==> config.mk <==
export PLATFORM = sky130hd
export DESIGN_NAME = spi_slave_tx
export DESIGN_NICKNAME = d
export VERILOG_FILES = /design/src/rtl/spi_slave_tx.sv
export SDC_FILE = /design/constraint.sdc
export NUM_CORES = 1
export LEC_CHECK = 0
export CAP_MARGIN = 10
export CORE_MARGIN = 4
export CORE_UTILIZATION = 54
export DETAILED_ROUTE_END_ITERATION = 10
export MAX_ROUTING_LAYER = met4
export PLACE_DENSITY = 0.8
export SLEW_MARGIN = 20
export SYNTH_ARGS = -nofsm -noshare
export SYNTH_HDL_FRONTEND = slang
export SYNTH_SLANG_ARGS = --single-unit
==> constraint.sdc <==
create_clock -name clk -period 2.1 [get_ports clk]
set_input_delay 0.63 -clock clk [delete_from_list [all_inputs] [get_ports clk]]
set_output_delay 0.63 -clock clk [all_outputs]
set_load 0.03 [all_outputs]
==> src/rtl/spi_slave_tx.sv <==
// SPI mode-0 slave transmitter/receiver, oversampled in the clk domain.
// Shifts a DATA_W-bit word out on miso (MSB first) while assembling the word on mosi.
module spi_slave_tx #(
  parameter int DATA_W      = 32,
  parameter int SYNC_STAGES = 2
) (
  input  logic              clk,
  input  logic              rst,
  input  logic              sclk,
  input  logic              cs_n,
  input  logic              mosi,
  output logic              miso,
  output logic              miso_oe,
  input  logic [DATA_W-1:0] tx_data,
  input  logic              tx_valid,
  output logic              tx_ready,
  output logic [DATA_W-1:0] rx_data,
  output logic              rx_valid,
  output logic              busy,
  output logic              underrun,
  output logic              abort
);

  localparam int              CNT_W    = $clog2(DATA_W);
  localparam logic [CNT_W-1:0] LAST_BIT = CNT_W'(DATA_W - 1);

  localparam logic [0:0] IDLE   = 1'b0;
  localparam logic [0:0] ACTIVE = 1'b1;

  logic [SYNC_STAGES-1:0] sclk_sync, cs_n_sync, mosi_sync, fill;
  logic                   sclk_d, cs_n_d, armed;
  logic                   sclk_s, cs_n_s, mosi_s;
  logic                   sclk_rise, sclk_fall, cs_n_rise, cs_n_fall;
  logic [0:0]             state;
  logic [CNT_W-1:0]       bitcnt;
  logic                   reload_pend, hold_full, load_word;
  logic [DATA_W-1:0]      hold, shift_tx, shift_rx;

  assign sclk_s    = sclk_sync[SYNC_STAGES-1];
  assign cs_n_s    = cs_n_sync[SYNC_STAGES-1];
  assign mosi_s    = mosi_sync[SYNC_STAGES-1];
  assign sclk_rise = sclk_s & ~sclk_d;
  assign sclk_fall = ~sclk_s & sclk_d;
  assign cs_n_rise = cs_n_s & ~cs_n_d;
  assign cs_n_fall = ~cs_n_s & cs_n_d;

  // A word slot opens at frame start and at the first sclk fall after a completed word.
  assign load_word = ((state == IDLE) && cs_n_fall && armed) ||
                     ((state == ACTIVE) && !cs_n_rise && sclk_fall && reload_pend);

  assign miso     = shift_tx[DATA_W-1];
  assign miso_oe  = (state == ACTIVE);
  assign busy     = (state == ACTIVE);
  assign tx_ready = ~hold_full;

  // armed only rises once a pin-derived cs_n high has reached the synchroniser output,
  // so a cs_n held low across reset cannot start a frame from the preset value.
  always_ff @(posedge clk) begin
    // NOTE: all state updates use non-blocking assignments so every flop samples pre-edge values.
    if (rst) begin
      sclk_sync <= '0;
      cs_n_sync <= '1;
      mosi_sync <= '0;
      sclk_d    <= 1'b0;
      cs_n_d    <= 1'b1;
      fill      <= '0;
      armed     <= 1'b0;
    end else begin
      sclk_sync <= {sclk_sync[SYNC_STAGES-2:0], sclk};
      cs_n_sync <= {cs_n_sync[SYNC_STAGES-2:0], cs_n};
      mosi_sync <= {mosi_sync[SYNC_STAGES-2:0], mosi};
      sclk_d    <= sclk_s;
      cs_n_d    <= cs_n_s;
      fill      <= {fill[SYNC_STAGES-2:0], 1'b1};
      if (fill[SYNC_STAGES-1] && cs_n_s) armed <= 1'b1;
    end
  end

  always_ff @(posedge clk) begin
    if (rst) begin
      state       <= IDLE;
      bitcnt      <= '0;
      reload_pend <= 1'b0;
      hold_full   <= 1'b0;
      hold        <= '0;
      shift_tx    <= '0;
      shift_rx    <= '0;
      rx_data     <= '0;
      rx_valid    <= 1'b0;
      underrun    <= 1'b0;
      abort       <= 1'b0;
    end else begin
      rx_valid <= 1'b0;
      underrun <= 1'b0;
      abort    <= 1'b0;

      // Accept and load are exclusive: one needs hold empty, the other hold full.
      if (tx_valid && !hold_full) begin
        hold      <= tx_data;
        hold_full <= 1'b1;
      end

      if (load_word) begin
        if (hold_full) begin
          shift_tx  <= hold;
          hold_full <= 1'b0;
        end else begin
          shift_tx <= '0;
          underrun <= 1'b1;
        end
      end

      case (state)
        IDLE: begin
          if (cs_n_fall && armed) begin
            state       <= ACTIVE;
            bitcnt      <= '0;
            reload_pend <= 1'b0;
          end
        end
        default: begin
          if (cs_n_rise) begin
            state       <= IDLE;
            bitcnt      <= '0;
            reload_pend <= 1'b0;
            shift_rx    <= '0;
            shift_tx    <= '0;
            if (bitcnt != '0) abort <= 1'b1;
          end else if (sclk_rise) begin
            shift_rx <= {shift_rx[DATA_W-2:0], mosi_s};
            if (bitcnt == LAST_BIT) begin
              rx_data     <= {shift_rx[DATA_W-2:0], mosi_s};
              rx_valid    <= 1'b1;
              bitcnt      <= '0;
              reload_pend <= 1'b1;
            end else begin
              bitcnt <= bitcnt + 1'b1;
            end
          end else if (sclk_fall) begin
            if (reload_pend) reload_pend <= 1'b0;
            else             shift_tx    <= {shift_tx[DATA_W-2:0], 1'b0};
          end
        end
      endcase
    end
  end

endmodule

# Word-level counts from Yosys, hierarchy flattened
# Index checks and enable logic that the tools add are counted.
# classes
add_sub_neg	1
eq_ne	4
mux	30
bitwise	13
n_reduce_logical	21
# ops
cell	count
$mux W32	7
$mux W31	2
$mux W5	5
$mux W1	16
$not A1 Y1	9
$logic_and A1 B1 Y1	8
$add A5 B1 Y5 const B	1
$eq A5 B5 Y1 const B	1
$reduce_bool A5 Y1	1
$and A1 B1 Y1	4
$ne A4 B3 Y1 const B	1
$ne A4 B4 Y1 const B	1
$reduce_and A2 Y1	2
$reduce_and A4 Y1	1
$reduce_bool A2 Y1	2
$reduce_or A4 Y1	1
$ne A3 B3 Y1 const B	1
$reduce_and A3 Y1	1
$reduce_or A3 Y1	1
$logic_not A1 Y1	2
$reduce_or A2 Y1	1
$logic_or A1 B1 Y1	1
# totals
reg_bits	149
input_bits	38
output_inout_bits	39

# Longest topological paths before layout
# depth
depth_word	13
ltp_mapped	7
ltp_nobuf	6

# Worst setup path after synthesis
# Ideal clock, no wire load.
# synth_path
kind	reg-to-reg
start	register bitcnt[0]
end	register rx_data[0]
setup_ps	60
arrival_time_ps	1724
required_ps	2040
setup_slack_ps	317
path_stages_with_launch	8
path_buffers	1
synth_period_minus_slack_ps	1783
cell_sequence	dfxtp_1 ha_1 and3_1 ha_1 nand4_1 nor2_1 clkbuf_1 a22o_1
# synth_between
elab_chain_cells	2
# synth_lines
element	line_no	text
start: declaration	35	logic [CNT_W-1:0] bitcnt;
start signal: assignment	137	bitcnt <= bitcnt + 1'b1;
$eq A5 B5 Y1	131	if (bitcnt == LAST_BIT) begin
$reduce_and A4 Y1 (no line)	n/a	
end signal: assignment	132	rx_data <= {shift_rx[DATA_W-2:0], mosi_s};
end: declaration	17	output logic [DATA_W-1:0] rx_data,
# No other way between the ends.
# A chain may end at the register's enable or synchronous reset.

# Final worst setup path
# layout_path
start	register hold_full
end	output tx_ready
# layout_between
elab_chain_cells	1
# layout_lines
element	line_no	text
start: declaration	36	logic reload_pend, hold_full, load_word;
start signal: assignment	84	hold_full <= 1'b0;
start signal: assignment	100	hold_full <= 1'b1;
start signal: assignment	106	hold_full <= 1'b0;
$not A1 Y1	54	assign tx_ready = ~hold_full;
end: declaration	16	output logic tx_ready,
# No other way between the ends.

==> flow_summary_export.csv <==
group,metric,value,unit
floorplan,die_h,109.1,um
synth,netlist_instances,566,
floorplan,dieArea,11890,um2
floorplan,start_util,55.91,%
worst_setup_path,cp_num_buf_inv,2,
detailed_routing,drt_wl_total,13.59,mm
synth,synth-edff-count,0,
worst_setup_path,startpoint_type,"register",
clocking,h-tree-depth,4,
synth,yosys-top-cells-area,"dfxtp_1 54%, a222oi_1 5.6%, a22o_1 4.9%",
detailed_routing,drt-initial-drc-count,481,
worst_setup_path,crit_type,"register to output port",
grt,grt_util_all_layers,25.06,%
synth,yosys_register_bits,149,
synth,synth.distinct_cells,45,
power_and_ir_drop,p_leak,2.611,nW
floorplan,coreArea,9864,um2
sta,setup_viol,0,
sta,finalHoldViolations,0,
worst_setup_path,crit_chain,"inv_1, clkdlybuf4s15_2",
place,pre_cts_slack,0.1953,ns
worst_setup_path,cp_data_arrival_time,1.38,ns
cells_and_area,fillers,731,
detailed_routing,vias_per_cell,6.155,
sta,max_slew_margin,71.76,%
min_path,min_path_type,"register to register",
floorplan,io_pins,77,
place,dp_hpwl,8.192,mm
cells_and_area,area_growth,27.27,%
power_and_ir_drop,finalPower,6.549,mW
job,drv_cap,0,
clocking,cts_buffers,17,
sta,worstMarginPinSlew,0.4197,ns
detailed_routing,antenna_left,0,
grt,grt-ovfl-total,0,
worst_setup_path,cp-end-kind,"output port",
clocking,clock-sinks,149,
detailed_routing,num_vias,4733,
worst_setup_path,crit_path_max_incr_delay,0.35,ns
grt,grt_first_pass_wirelength,22.73,mm
synth,async_reset_ff_share,0,%
sta,tns,0,ns
worst_setup_path,path_max_fanout,5,
outcome,status,"complete, no violations",
grt,grt_antenna_before_repair,0,
floorplan,die_w,109.1,um
cells_and_area,nets,664,
sta,skew,0.005211,ns
synth,ys_seq_area_share,54.08,%
clocking,clk_path_buf_depth,2,
clocking,cts_setup_buffers,0,
place,place_congestion,0.8153,
sta,rsz0062_at_grt,"no",
clocking,clk_pin_slew_worst_paths,0.06,ns
sta,slew_violations,0,
power_and_ir_drop,power.density,933.0,nW/um2
synth,avgSynthCellArea,9.744,um2
detailed_routing,drtPass1Iterations,10,
cells_and_area,drive_above_1_share,10.38,%
cells_and_area,multi_input_area,2270,um2
synth,syn-cell-area,5515,um2
worst_setup_path,crit_family,"buffers and inverters",
synth,yosysMostFrequentCell,"dfxtp_1",
sta,hold_slack,0.4147,ns
grt,grt_max_degree,37,
place,io_buffers,76,
sta,setup_ws,0.09424,ns
sta,period_needed,2.006,ns
grt,grt_pass1_vias,4706,
worst_setup_path,slowest_stage,"dfxtp_1",
detailed_routing,drc,0,
synth,synth_nets,607,
clocking,cts-root-buf,"clkbuf_8",
synth,synth_ff_type,"dfxtp_1",
synth,synth_top_area_share,54.08,%
cells_and_area,fin_util,71.16,%
synth,ys_top_cells_by_count,"149 x dfxtp_1, 69 x nand2_1, 41 x a21oi_1",
sta,max_freq,498.6,MHz
cells_and_area,regArea,2983,um2
synth,synth_warnings,0,
clocking,cts_tree,"built",
clocking,clk_latency,0.53,ns
cells_and_area,antenna_cells,0,
detailed_routing,avgRoutedWirePerCell,17.67,um
synth,yosys.area.top_type,"dfxtp_1",
worst_setup_path,critPathRequiredTime,1.47,ns
sta,final.period_utilization,95.51,%
power_and_ir_drop,ir_drop,0.0005867,V
floorplan,row_count,36,
clocking,cts_hold_buf,0,
per-layer routing:
metal / wire length (um) / up-vias / GRT usage (%)
met2: 6889 / 173 / 40.35
met5: 0 / - / -
met4: 200 / 0 / 8.927
li1: - / 2235 / -
met1: 5615 / 2300 / 30.37
met3: 883 / 25 / 6.631
final cells by class:
| class | count | area share [%] |
|---|---|---|
| flip-flops and latches | 149 | 42.50 |
| clock inverters | 12 | 3.226 |
| clock buffers | 20 | 6.203 |
| inverters | 5 | 0.2674 |
| repair buffers | 94 | 13.10 |
| multi-input cells | 356 | 32.34 |
| well taps | 133 | 2.371 |
repair_timing:
action / in CTS / in global routing
setup endpoints to repair: 37 / 15
gates resized for setup: 39 / 1
cloned: 0 / 0
where the power goes:
part	internal, mW	switching, mW
combinational	0.127	0.154
clock	2.20	1.15
sequential	2.88	0.0318
worst paths after layout:
path	startpoint	endpoint	slack, ns	cells past startpoint
worst min register to register	cs_n_sync[0]$_SDFF_PP1_	cs_n_sync[1]$_SDFF_PP1_	0.41	1
worst min-delay path	cs_n_sync[0]$_SDFF_PP1_	cs_n_sync[1]$_SDFF_PP1_	0.41	1
worst max-delay path	hold_full$_SDFF_PP0_	tx_ready	0.09	2
worst max register to register	sclk_d$_SDFF_PP0_	shift_tx[20]$_SDFF_PP0_	0.22	5
cells in the final DEF, fill, tap and decap left out, types with 31 or more instances in the layout:
master	synthesis	final
dlygate4sd2_1	0	36
a211oi_1	33	33
nand2_1	69	69
a22o_1	31	31
a22oi_1	31	31
clkdlybuf4s50_1	0	36
dfxtp_1	149	149
nor2_1	35	34
a21oi_1	41	41
o21ai_0	31	31
a222oi_1	31	31
cell families after synthesis:
| group | Yosys count | share of synthesized area, % |
|---|---|---|
| compound gates | 207 | 27.56 |
| fa+ha+maj | 3 | 0.6807 |
| simple gates | 145 | 12.41 |
| buf+inv | 61 | 5.104 |
| xor+xnor | 1 | 0.1588 |
| flops | 149 | 54.08 |
sequential cells by signal, indices dropped and copies added (netlist names):
| signal | count |
|---|---|
| bitcnt | 5 |
| cs_n_d | 1 |
| rx_data | 32 |
| sclk_sync | 2 |
| hold_full | 1 |
| underrun | 1 |
| reload_pend | 1 |
| mosi_sync | 2 |
| sclk_d | 1 |
| rx_valid | 1 |
| armed | 1 |
| abort | 1 |
| hold | 32 |
| busy | 1 |
| cs_n_sync | 2 |
| shift_tx | 32 |
| shift_rx | 31 |
| fill | 2 |
worst reg2reg max path, stage by stage (launching register included):
cell,delay (ns)
dfxtp_1,0.41
or3b_4,0.43
nor3_4,0.31
buf_12,0.23
a222oi_1,0.13
a211oi_1,0.27
metrics by stage:
step           instance area (um2)  cells
5_1_grt                       7019    769
3_5_place_dp                  6399    737
4_1_cts                       7017    769
6_report                      7019    769
3_3_place_gp                  6399    737
2_1_floorplan                 5515    566
(Power assumes the default switching activity.)
